File: src/rtl/instruction_fetch.sv
// -----------------------------------------------------------------------------
// instruction_fetch
//
// Producer side of the 32-bit instruction-word interface. Keeps the fetch PC,
// fetches words from instruction memory over a req/ack handshake with at most
// one request outstanding, and presents each word with valid/pc_out to the
// instruction register. A one-entry skid buffer catches the word that lands
// while the output is stalled. A redirect flushes the output and skid and
// restarts fetching at the target. An unacknowledged request is drained first
// because the memory cannot abandon it.
//
// Parameters
//   RESET_PC     PC loaded on reset (the low two bits are ignored)
//   NOP_WORD     word driven on value whenever valid is low
//
// Ports
//   clk          clock, rising edge
//   rst_n        asynchronous active-low reset
//   imem_req     fetch request, held with a stable imem_addr until imem_ack
//   imem_addr    word-aligned byte address of the request
//   imem_rdata   instruction word, meaningful only while imem_ack is high
//   imem_ack     memory completes the request this cycle
//   stall        downstream is not consuming; the output word must hold
//   redirect     jump/branch taken; flush and refetch from redirect_pc
//   redirect_pc  redirect target (the low two bits are ignored)
//   value        instruction word to the instruction register
//   valid        value holds a real instruction
//   pc_out       byte address of the word on value
// -----------------------------------------------------------------------------
`timescale 1ns/1ps

module instruction_fetch #(
  parameter logic [31:0] RESET_PC = 32'h0000_0000,
  parameter logic [31:0] NOP_WORD = 32'h0000_0000
) (
  input  logic        clk,
  input  logic        rst_n,
  output logic        imem_req,
  output logic [31:0] imem_addr,
  input  logic [31:0] imem_rdata,
  input  logic        imem_ack,
  input  logic        stall,
  input  logic        redirect,
  input  logic [31:0] redirect_pc,
  output logic [31:0] value,
  output logic        valid,
  output logic [31:0] pc_out
);

  typedef enum logic [1:0] {RST, FETCH, WAIT, DRAIN} state_t;

  function automatic logic [31:0] word_align(input logic [31:0] a);
    return a & 32'hFFFF_FFFC;
  endfunction

  // Modulo 2^32: FFFF_FFFC wraps to 0000_0000.
  function automatic logic [31:0] next_pc(input logic [31:0] a);
    return a + 32'd4;
  endfunction

  localparam logic [31:0] RESET_PC_AL = word_align(RESET_PC);

  state_t      state_q, state_d;

  // Fetch stage
  logic [31:0] pc_p0;
  logic [31:0] drain_addr_p0;

  // Output stage and its skid entry
  logic [31:0] value_p1;
  logic        vld_p1;
  logic [31:0] pc_out_p1;
  logic [31:0] skid_word_p1;
  logic [31:0] skid_pc_p1;
  logic        skid_full_p1;

  logic consume;
  logic out_free;
  logic fetch_ack;
  logic to_out;
  logic to_skid;
  logic skid_pop;
  logic start_drain;

  assign consume     = vld_p1 && !stall;
  assign out_free    = !vld_p1 || consume;
  assign fetch_ack   = (state_q == FETCH) && imem_ack;
  assign to_out      = fetch_ack && out_free && !redirect;
  assign to_skid     = fetch_ack && !out_free && !redirect;
  assign skid_pop    = (state_q == WAIT) && consume && !redirect;
  // The request in flight cannot be withdrawn, so it is remembered and drained.
  assign start_drain = redirect && (state_q == FETCH) && !imem_ack;

  // Request is a function of registered state only, never of stall.
  assign imem_req  = (state_q == FETCH) || (state_q == DRAIN);
  assign imem_addr = (state_q == DRAIN) ? drain_addr_p0 : pc_p0;

  assign value  = value_p1;
  assign valid  = vld_p1;
  assign pc_out = pc_out_p1;

  always_comb begin
    state_d = state_q;
    case (state_q)
      RST:   state_d = FETCH;
      FETCH: begin
        if (redirect)     state_d = imem_ack ? FETCH : DRAIN;
        else if (to_skid) state_d = WAIT;
      end
      WAIT:  if (redirect || consume) state_d = FETCH;
      // A redirect during a drain only moves pc; the drain still completes.
      DRAIN: if (imem_ack) state_d = FETCH;
      default: state_d = RST;
    endcase
  end

  always_ff @(posedge clk or negedge rst_n) begin
    if (!rst_n) begin
      state_q      <= RST;
      pc_p0        <= RESET_PC_AL;
      vld_p1       <= 1'b0;
      value_p1     <= NOP_WORD;
      pc_out_p1    <= 32'h0000_0000;
      skid_full_p1 <= 1'b0;
    end else begin
      state_q <= state_d;

      if (redirect)       pc_p0 <= word_align(redirect_pc);
      else if (fetch_ack) pc_p0 <= next_pc(pc_p0);

      if (redirect) begin
        vld_p1   <= 1'b0;
        value_p1 <= NOP_WORD;
      end else if (to_out) begin
        vld_p1    <= 1'b1;
        value_p1  <= imem_rdata;
        pc_out_p1 <= pc_p0;
      end else if (skid_pop) begin
        vld_p1    <= 1'b1;
        value_p1  <= skid_word_p1;
        pc_out_p1 <= skid_pc_p1;
      end else if (consume) begin
        vld_p1   <= 1'b0;
        value_p1 <= NOP_WORD;
      end

      if (redirect)      skid_full_p1 <= 1'b0;
      else if (to_skid)  skid_full_p1 <= 1'b1;
      else if (skid_pop) skid_full_p1 <= 1'b0;
    end
  end

  // Payload registers qualified by skid_full_p1 / state; no reset needed.
  always_ff @(posedge clk) begin
    if (to_skid) begin
      skid_word_p1 <= imem_rdata;
      skid_pc_p1   <= pc_p0;
    end
    if (start_drain) drain_addr_p0 <= pc_p0;
  end

endmodule

File: config.mk
export PLATFORM = sky130hd
export DESIGN_NAME = instruction_fetch
export DESIGN_NICKNAME = d
export VERILOG_FILES = /design/src/rtl/instruction_fetch.sv
export SDC_FILE = /design/constraint.sdc
export NUM_CORES = 1
export LEC_CHECK = 0
export ABC_AREA = 1
export CAP_MARGIN = 20
export CORE_MARGIN = 3
export CORE_UTILIZATION = 55
export CTS_CLUSTER_DIAMETER = 150
export DETAILED_ROUTE_END_ITERATION = 16
export PLACE_DENSITY = 0.82
export SKIP_CTS_REPAIR_TIMING = 1
export SLEW_MARGIN = 10
export SYNTH_ARGS = -nofsm -noshare
export SYNTH_HDL_FRONTEND = slang
export SYNTH_SLANG_ARGS = --single-unit
File: constraint.sdc
create_clock -name clk -period 14.45 [get_ports clk]
set_input_delay 4.335 -clock clk [delete_from_list [all_inputs] [get_ports clk]]
set_output_delay 4.335 -clock clk [all_outputs]
set_load 0.1 [all_outputs]
# Yosys cells after proc, flatten, opt, wreduce, memory -nomap -nowiden
# Index checks and enable logic that the tools add are counted.
dict set report word_totals {
  regBits 195
  out_inout_bits 98
  input_bits 69
  elab_cells 59
}
dict set report classes {
  bitwise 1
  n_mux 19
  add_sub_neg 1
  n_eq_ne 6
  reduce_logical 24
}
# op count
set op_table {}
lappend op_table {{$mux 32} 9}
lappend op_table {{$add 32x3->32 const B} 1}
lappend op_table {{$logic_and 1x1->1} 10}
lappend op_table {{$mux 2} 5}
lappend op_table {{$pmux 2 s4} 1}
lappend op_table {{$logic_not 1->1} 5}
lappend op_table {{$eq 2x2->1 const B} 2}
lappend op_table {{$mux 1} 4}
lappend op_table {{$reduce_bool 2->1} 2}
lappend op_table {{$reduce_bool 4->1} 1}
lappend op_table {{$logic_or 1x1->1} 3}
lappend op_table {{$ne 3x3->1 const B} 1}
lappend op_table {{$reduce_and 3->1} 1}
lappend op_table {{$eq 2x1->1 const B} 1}
lappend op_table {{$logic_not 2->1} 1}
lappend op_table {{$ne 2x1->1 const B} 1}
lappend op_table {{$ne 2x2->1 const B} 1}
lappend op_table {{$reduce_and 2->1} 1}
lappend op_table {{$not 1->1} 1}

# Longest topological paths before layout
# Gate-level depths: netlist of the first run.
dict set report depth {
  depth_word 9
  depth_mapped 10
}

# Worst setup path before layout of the first run
# OpenSTA, ideal clock, no wires.
dict set report synth_timing {
  kind {input port to flip-flop}
  startpoint {in stall}
  endpoint {reg skid_pc_p1[10] (enable)}
  arrival_time_ns 8.817
  path_slack_ns 5.073
  setup_time_ns 0.560
  n_path_buf 0
  required_time_ns 13.890
  path_stages 2
  path_cell_list {nand2_1 -> nor3_1}
}
dict set report synth_via {
  elab_chain_cells 6
}
# item line
set synth_rtl {}
lappend synth_rtl {{start, declared} 42} ;# input logic stall,
lappend synth_rtl {{$logic_not 1->1} 85} ;# assign consume = vld_p1 && !stall;
lappend synth_rtl {{$logic_and 1x1->1} 85}
lappend synth_rtl {{$logic_or 1x1->1} 86} ;# assign out_free = !vld_p1 || consume;
lappend synth_rtl {{$logic_not 1->1} 89} ;# assign to_skid = fetch_ack && !out_free && !redirect;
lappend synth_rtl {{$logic_and 1x1->1 (2 in series)} 89}
lappend synth_rtl {{via to_skid} 81} ;# logic to_skid;
lappend synth_rtl {{end signal, assigned} 157} ;# skid_pc_p1 <= pc_p0;
lappend synth_rtl {{end, declared} 74} ;# logic [31:0] skid_pc_p1;
# The timed path passes the listed nets, and every way through them passes these cells.
# A chain may end at the register's enable or synchronous reset.

# Worst setup path in the final report of the first run
dict set report layout_timing {
  startpoint {reg state_q[0]}
  endpoint {out imem_addr[12]}
}
dict set report layout_via {
  elab_chain_cells 2
}
# item line
set layout_rtl {}
lappend layout_rtl {{start, declared} 63} ;# state_t state_q, state_d;
lappend layout_rtl {{start signal, assigned} 126} ;# state_q <= state_d;
lappend layout_rtl {{$eq 2x2->1} 96} ;# assign imem_addr = (state_q == DRAIN) ? drain_addr_p0 : pc_p0;
lappend layout_rtl {{$mux 32} 96}
lappend layout_rtl {{end, declared} 39} ;# output logic [31:0] imem_addr,
# Every way passes these cells.

==> results_dict.tcl, run 1 <==
set metrics [dict create \
    tightest_slew_ns 1.07 \
    status "finished, final reports clean" \
    gp_congestion 0.918 \
    cap_viol_max_count 0 \
    clk_pin_slew_worst_paths_ns 0.07 \
    antenna_found_initial 1 \
    ir_drop_v 0.000169 \
    yosys.area.top_type "edfxtp_1" \
    hold-worst-slack_ns 0.489 \
    rsz0062_at_grt "no" \
    ant_nets 0 \
    rr_startpoint "state_q[1]$_DFFE_PN0P_" \
    dieArea_um2 16500 \
    fillers 1029 \
    hold_depth 2 \
    r2r_end "skid_word_p1[26]$_DFFE_PP_" \
    post-route-drc-count 0 \
    crit_type "reg2out" \
    grt_pass1_vias 6767 \
    diodes 0 \
    setup_tns_ns 0 \
    port_buffers 160 \
    ys_top_cells_by_count "nand2_1, dfrtp_1, nor2_1" \
    fin_crit_ns 7.80 \
    power.leakage_uw 0.00431 \
    fp.dieH_um 128 \
    power_density_nw_per_um2 233 \
    relSlewSlack 0.280 \
    synthFlopType "dfrtp_1" \
    cp_slowest_cell "clkdlybuf4s50_1" \
    ys_top_cells_by_area "edfxtp_1, dfrtp_1, nand2_1" \
    synth-seq-cells 187 \
    ioPinCount 167 \
    critPathTopFamily "buffers and inverters" \
    cts_sinks 187 \
    fin_worst_skew_ns 0.0101 \
    worstRegToRegCells 4 \
    clock_latency_ns 0.43 \
    cts_made_buffers 17 \
    max_stage_delay_ns 1.20 \
    drtPass1Iterations 6 \
    area_delta_synth_final_pct 28.3 \
    ys_seq_area_frac 0.625 \
    rows 44 \
    drt_iter0_drc 610 \
    synth_edf_count 92 \
    crit_path_frequent_cell "nand2_1" \
    path_cells "nand2_1 -> inv_1 -> buf_4 -> nand2_1 -> o21ai_0 -> clkdlybuf4s50_1" \
    grtUsageTotal 0.270 \
    yosys_warnings 0 \
    synth_cell_types 35 \
    grt.overflow.total 0 \
    cts_tree "done" \
    h-tree-depth 4 \
    synth_top_area_share 0.336 \
    syn_inst 859 \
    initial_utilization 0.564 \
    vias 6695 \
    min_to "value[20]$_DFFE_PN0P_" \
    hp-start "value[20]$_DFFE_PN0P_" \
    yosys.cell_count.top_type "nand2_1" \
    start_kind "flip-flop" \
    viasPerCell 5.56 \
    routed_wirelength_mm 21.6 \
    finalMaxSlewViolations 0 \
    grt_first_pass_wirelength_mm 34.6 \
    async_flop_share 0.508 \
    syn_avg_cell_area_um2 9.58 \
    crit_buf_inv 3 \
    root_buffer "clkbuf_16" \
    critPathArrivalTime_ns 3.46 \
    die_x_um 128 \
    required_ns 10.11 \
    hold_violations 0 \
    clockBufferDepth 2 \
    grt_max_degree 74 \
    fp.coreArea_um2 14600 \
    clock.fmax_mhz 128 \
    endpoint_kind "output port" \
    worstPathMaxFanout 34 \
    final_nets 1078 \
    ff2ff_setup_slack_ns 11.69 \
    post-route-period-util 0.539 \
    finalSetupViolations 0 \
    wl_per_cell_um 17.9 \
    drive_gt1_frac 0.0529 \
    synthesis.area_um2 8230 \
    hp-class "reg2reg" \
    hpwl_mm 14.1 \
]
worst max path at each step:
stage,slack [ns],startpoint,cells after the start,endpoint
3_3_place_gp,6.87,redirect,8,pc_out[26]$_DFFE_PN0P_
4_1_cts,6.65,state_q[0]$_DFFE_PN0P_,6,imem_addr[9]
3_5_place_dp,6.84,redirect,8,pc_out[27]$_DFFE_PN0P_
6_report,6.65,state_q[0]$_DFFE_PN0P_,6,imem_addr[12]
5_1_grt,6.44,state_q[0]$_DFFE_PN0P_,6,imem_addr[12]
2_1_floorplan,5.07,stall,2,skid_pc_p1[10]$_DFFE_PP_
state kept, by name, indices dropped and copies added (netlist names):
register and count:
skid_pc_p1 30, drain_addr_p0 30, valid 1, pc_out 30, pc_p0 30, skid_word_p1 32, state_q 2, value 32
cell families (layout without fill, tap and decap cells):
logic type	count (synthesis)	in the layout	share of synthesized area
other	1	4	0.000456
AOI/OAI and AO/OA	146	146	0.105
buffers and inverters	117	276	0.0613
adders and majority gates	1	1	0.00152
and+or+nand+nor	400	400	0.199
xor gates and xnor gates	7	7	0.00745
DFF	187	187	0.625
layout make-up:
| class | instances | area, um2 | area share |
|---|---|---|---|
| flip-flops and latches | 187 | 5140 | 0.487 |
| multi-input cells | 558 | 2610 | 0.247 |
| repair buffers | 166 | 1640 | 0.156 |
| clock buffers | 19 | 453 | 0.0429 |
| inverters | 78 | 295 | 0.0280 |
| well taps | 184 | 230 | 0.0218 |
| clock inverters | 13 | 189 | 0.0179 |
power breakdown:
group / leakage, uW / internal (uW) / switching [uW]
Clock: 0.000304 / 300 / 204
Combinational: 0.00198 / 252 / 969
Sequential: 0.00203 / 657 / 73.7
Total: 0.00431 / 1210 / 1250
worst reg2reg max path, cell delays in order, from the launching register on:
cell	delay, ns
dfrtp_1	0.38
inv_1	0.15
nand3_2	0.22
nor3_2	0.87
buf_4	0.74
routing by layer:
metal,part of all wire,vias to the layer above,track usage
met5,0.00060,-,0
met4,0.026,2,0.105
met3,0.084,43,0.0592
met2,0.48,317,0.443
met1,0.41,3177,0.353
li1,-,3156,-
cell usage in the layout, fill, tap and decap left out, drive strengths merged:
| cell | instances |
|---|---|
| nand2 | 248 |
| clkdlybuf4s50 | 159 |
| nor2 | 97 |
| dfrtp | 95 |
| edfxtp | 92 |
| o21ai | 87 |
| inv | 80 |
| nand3 | 47 |
| o211ai | 23 |
| clkbuf | 19 |
| o221ai | 18 |
| a21oi | 13 |
| buf | 7 |
| xor2 | 6 |
| nor3 | 5 |
| conb | 4 |
| bufinv | 4 |
| clkinvlp | 4 |
| clkinv | 3 |
| and2 | 2 |
| o21bai | 2 |
| nand4 | 1 |
| xnor2 | 1 |
| a22oi | 1 |
| a31oi | 1 |
| o21a | 1 |
| ha | 1 |
per-stage QoR:
step	worst slack, ns	cells	area, um2	power [uW]	utilization
2_1_floorplan	5.07	862	8240	1660	-
3_3_place_gp	6.87	1173	9910	1950	0.680
3_5_place_dp	6.84	1173	9910	1960	0.680
4_1_cts	6.65	1205	10600	2460	0.724
5_1_grt	6.44	1205	10600	2540	0.724
6_report	6.65	1205	10600	2460	0.724
Power figures use the tool's default switching activity.
==> inputs of run 2 (changes only) <==
--- a/config.mk
+++ b/config.mk
@@ -8,10 +8,10 @@
 export ABC_AREA = 1
 export CAP_MARGIN = 20
 export CORE_MARGIN = 3
-export CORE_UTILIZATION = 55
+export CORE_UTILIZATION = 52
 export CTS_CLUSTER_DIAMETER = 150
 export DETAILED_ROUTE_END_ITERATION = 16
-export PLACE_DENSITY = 0.82
+export PLACE_DENSITY = 0.78
 export SKIP_CTS_REPAIR_TIMING = 1
 export SLEW_MARGIN = 10
 export SYNTH_ARGS = -nofsm -noshare
==> constraint.sdc (replaced) <==
create_clock -name clk -period 7.2 [get_ports clk]
set_input_delay 2.16 -clock clk [delete_from_list [all_inputs] [get_ports clk]]
set_output_delay 2.16 -clock clk [all_outputs]
set_load 0.1 [all_outputs]
==> results_dict.tcl, run 2 (synthesis gave the netlist of run 1 again) <==
set metrics [dict create \
    grt_pass1_vias 6357 \
    wl_per_cell_um 17.0 \
    fp.coreArea_um2 15300 \
    ioPinCount 167 \
    drive_gt1_frac 0.0556 \
    crit_path_frequent_cell "nand2_1" \
    ff2ff_setup_slack_ns 4.95 \
    grt.overflow.total 0 \
    fin_worst_skew_ns 0.00508 \
    drtPass1Iterations 5 \
    hold_violations 0 \
    hold_depth 2 \
    max_stage_delay_ns 1.20 \
    cp_slowest_cell "clkdlybuf4s50_1" \
    fin_crit_ns 5.65 \
    ir_drop_v 0.000486 \
    cts_tree "done" \
    die_x_um 132 \
    vias 6557 \
    start_kind "flip-flop" \
    dieArea_um2 17400 \
    grt_max_degree 64 \
    viasPerCell 5.31 \
    final_nets 1082 \
    finalSetupViolations 0 \
    rsz0062_at_grt "no" \
    port_buffers 160 \
    power_uw 4870 \
    diodes 0 \
    worstPathMaxFanout 33 \
    hpwl_mm 13.9 \
    gp_congestion 0.880 \
    fp.dieH_um 132 \
    critPathArrivalTime_ns 3.49 \
    clockBufferDepth 2 \
    crit_type "reg2out" \
    h-tree-depth 4 \
    antenna_found_initial 0 \
    final_common_cell "nand2_1" \
    cap_viol_max_count 0 \
    cts_made_buffers 17 \
    routed_wirelength_mm 21.0 \
    clock_latency_ns 0.43 \
    setup_tns_ns 0 \
    rows 45 \
    worstRegToRegCells 7 \
    drt_iter0_drc 620 \
    post-route-period-util 0.785 \
    relSlewSlack 0.304 \
    ant_nets 0 \
    endpoint_kind "output port" \
    cts_sinks 187 \
    initial_utilization 0.537 \
    clock.fmax_mhz 177 \
    power_density_nw_per_um2 460 \
    layout_common_cells "nand2_1, clkdlybuf4s50_1, dfrtp_1" \
    tightest_slew_ns 1.04 \
    grt_first_pass_wirelength_mm 33.6 \
    hp-class "reg2reg" \
    grtUsageTotal 0.245 \
    path_cells "nand2_1 -> inv_1 -> buf_4 -> nand2_1 -> o21ai_0 -> clkdlybuf4s50_1" \
    power.leakage_uw 0.00433 \
    clk_pin_slew_worst_paths_ns 0.07 \
    finalMaxSlewViolations 0 \
    required_ns 5.04 \
    root_buffer "clkbuf_16" \
    status "finished, final reports clean" \
    post-route-drc-count 0 \
    area_delta_synth_final_pct 28.7 \
]
[run 2: cell count changes in the layout (fill, tap and decap cells not counted), sizes merged]
cell and delta:
bufinv -1, clkbuf +1, clkinvlp -2, clkinv +2, buf +4
[run 2: through the flow]
step | util | hold slack, ns | setup WS [ns] | area (um2) | cells
after floorplan | - | 0.483 | 1.92 | 8240 | 862
after global placement | 0.652 | 0.470 | 2.05 | 9980 | 1204
after detailed placement | 0.652 | 0.477 | 2.03 | 9980 | 1204
after CTS | 0.691 | 0.494 | 1.56 | 10600 | 1236
after global routing | 0.691 | 0.519 | 1.27 | 10600 | 1236
final | 0.691 | 0.486 | 1.55 | 10600 | 1236
[run 2: routing by layer]
metal,part of all wire,global-route usage,up-vias
met4,0.016,0.0758,0
met1,0.45,0.341,3105
li1,-,-,3167
met5,0,0,-
met3,0.064,0.0435,24
met2,0.47,0.399,261
[run 2: cell type report]
type	count	area [um2]
multi-input cells	558	2610
well taps	211	264
clock inverters	12	145
fillers	1200	4730
repair buffers	170	1670
flip-flops and latches	187	5140
inverters	78	295
clock buffers	20	457
[run 2: worst paths after layout]
path	from	end
worst max-delay path	state_q[0]$_DFFE_PN0P_	imem_addr[12]
worst min-delay path	value[26]$_DFFE_PN0P_	value[26]$_DFFE_PN0P_
worst max register to register	state_q[1]$_DFFE_PN0P_	pc_p0[15]$_DFFE_PN0P_
worst min register to register	value[26]$_DFFE_PN0P_	value[26]$_DFFE_PN0P_
max in group asynchronous	rst_n	pc_p0[30]$_DFFE_PN0P_
min in group asynchronous	rst_n	value[18]$_DFFE_PN0P_
[run 2: critical path: cells and delay by family (launching register included)]
family                 cells  cell delay [ns]
flip-flops                 1             0.45
AND/OR/NAND/NOR            2             0.24
buffers and inverters      3             2.20
AO/OA/AOI/OAI              1             0.15
[run 2: where the power goes]
group          switching [uW]  internal [uW]
registers                 141           1320
clock network             395            563
logic                    1940            508
==> inputs of run 3 (changes only) <==
==> constraint.sdc (replaced) <==
create_clock -name clk -period 5.9 [get_ports clk]
set_input_delay 1.77 -clock clk [delete_from_list [all_inputs] [get_ports clk]]
set_output_delay 1.77 -clock clk [all_outputs]
set_load 0.1 [all_outputs]
==> results_dict.tcl, run 3 (synthesis gave the netlist of run 1 again) <==
set metrics [dict create \
    final_common_cell "nand2_1" \
    cts_tree "done" \
    p_switching_uw 3040 \
    crit_type "reg2out" \
    gp_congestion 0.897 \
    path_cells "nand2_1 -> inv_1 -> buf_4 -> nand2_1 -> o21ai_0 -> buf_4" \
    root_buffer "clkbuf_16" \
    p_int_uw 2830 \
    post-route-period-util 0.759 \
    area_delta_synth_final_pct 27.5 \
    pwr-share-seq 0.304 \
    wl_per_cell_um 17.2 \
    clk_pin_slew_worst_paths_ns 0.07 \
    worstPathMaxFanout 33 \
    power_density_nw_per_um2 560 \
    crit_buf_inv 3 \
    max_stage_delay_ns 0.58 \
    fin_worst_skew_ns 0.0120 \
    grt.overflow.total 0 \
    routed_wirelength_mm 21.2 \
    fp.coreArea_um2 15300 \
    setup_tns_ns 0 \
    dp_cells 1204 \
    rr_startpoint "state_q[0]$_DFFE_PN0P_" \
    dieArea_um2 17400 \
    endpoint_kind "output port" \
    ir_drop_v 0.000449 \
    relSlewSlack 0.318 \
    post-route-drc-count 0 \
    hp-start "value[31]$_DFFE_PN0P_" \
    crit_start "state_q[0]$_DFFE_PN0P_" \
    grt_max_degree 69 \
    cts_made_buffers 17 \
    layout_common_cells "nand2_1, clkdlybuf4s50_1, dfrtp_1" \
    critPathTopFamily "buffers and inverters" \
    grt_pass1_vias 6417 \
    drt_iter0_drc 621 \
    antenna_found_initial 0 \
    cap_viol_max_count 0 \
    critPathArrivalTime_ns 2.71 \
    cp_slowest_cell "inv_1" \
    power.leakage_uw 0.00435 \
    clock.fmax_mhz 223 \
    hold_violations 0 \
    comb_power_share 0.504 \
    required_ns 4.13 \
    sw_frac_of_total 0.518 \
    rsz0062_at_grt "no" \
    cts_sinks 187 \
    fillers 1207 \
    clkPwrFrac 0.192 \
    diodes 0 \
    hold-worst-slack_ns 0.489 \
    clock_latency_ns 0.43 \
    hp-class "reg2reg" \
    ioPinCount 167 \
    stdcell_count 1236 \
    drive_gt1_frac 0.0820 \
    ant_nets 0 \
    rows 45 \
    hpwl_mm 14.1 \
    vias 6623 \
    grtUsageTotal 0.244 \
    fp.dieH_um 132 \
    die_x_um 132 \
    viasPerCell 5.36 \
    drtPass1Iterations 6 \
    final_util 0.685 \
    initial_utilization 0.537 \
    port_buffers 160 \
    fin_crit_ns 4.48 \
    status "finished, final reports clean" \
    h-tree-depth 4 \
    final_nets 1082 \
    tightest_slew_ns 1.02 \
    finalSetupViolations 0 \
    finalMaxSlewViolations 0 \
    clockBufferDepth 2 \
    grt_first_pass_wirelength_mm 33.6 \
    start_kind "flip-flop" \
]
-- run 3: through the flow --
| step | power, uW | setup slack [ns] | cell area, um2 |
|---|---|---|---|
| after global routing | 6080 | 1.25 | 10500 |
| after global placement | 4730 | 1.07 | 9910 |
| final | 5870 | 1.42 | 10500 |
| after CTS | 5890 | 1.46 | 10500 |
| after floorplan | 4050 | 1.01 | 8240 |
| after detailed placement | 4760 | 1.01 | 9910 |
-- run 3: power by group through the flow --
stage                     Combinational (uW)  Clock (uW)  Sequential, uW
after floorplan                         1290           0            2760
after global placement                  2930           0            1800
after detailed placement                2960           0            1800
after CTS                               2970        1140            1780
after global routing                    3080        1190            1810
final                                   2960        1130            1780
-- run 3: final timing paths --
check                                          to  slack, ns  cells past startpoint
setup / recovery                    imem_addr[12]       1.42                      6
hold / removal              value[31]$_DFFE_PN0P_       0.49                      2
setup reg to reg           pc_out[22]$_DFFE_PN0P_       3.26                      6
hold reg to reg             value[31]$_DFFE_PN0P_       0.49                      2
max in group asynchronous    value[9]$_DFFE_PN0P_       3.50                      2
min in group asynchronous   value[18]$_DFFE_PN0P_       1.47                      1
-- run 3: final cells by class --
type | instances | area, um2 | share of cell area
clock inverter | 14 | 140 | 0.0134
timing repair buffer | 170 | 1600 | 0.152
tap | 211 | 264 | 0.0252
sequential | 187 | 5140 | 0.490
clock buffer | 18 | 439 | 0.0419
inverter | 78 | 295 | 0.0282
multi-input combinational | 558 | 2610 | 0.249
-- run 3: metal layers --
metal  global-route usage  vias up  share of wire
met5                    0        -              0
met4                0.105        0          0.030
met3               0.0454       48          0.076
met2                0.380      287           0.46
met1                0.341     3127           0.43
li1                     -     3161              -
-- run 3: worst min-delay path, delay by kind of cell (launching register included) --
family | cells | cell delay (ns)
AOI/OAI and AO/OA | 1 | 0.06
and+or+nand+nor | 1 | 0.05
DFF | 1 | 0.34
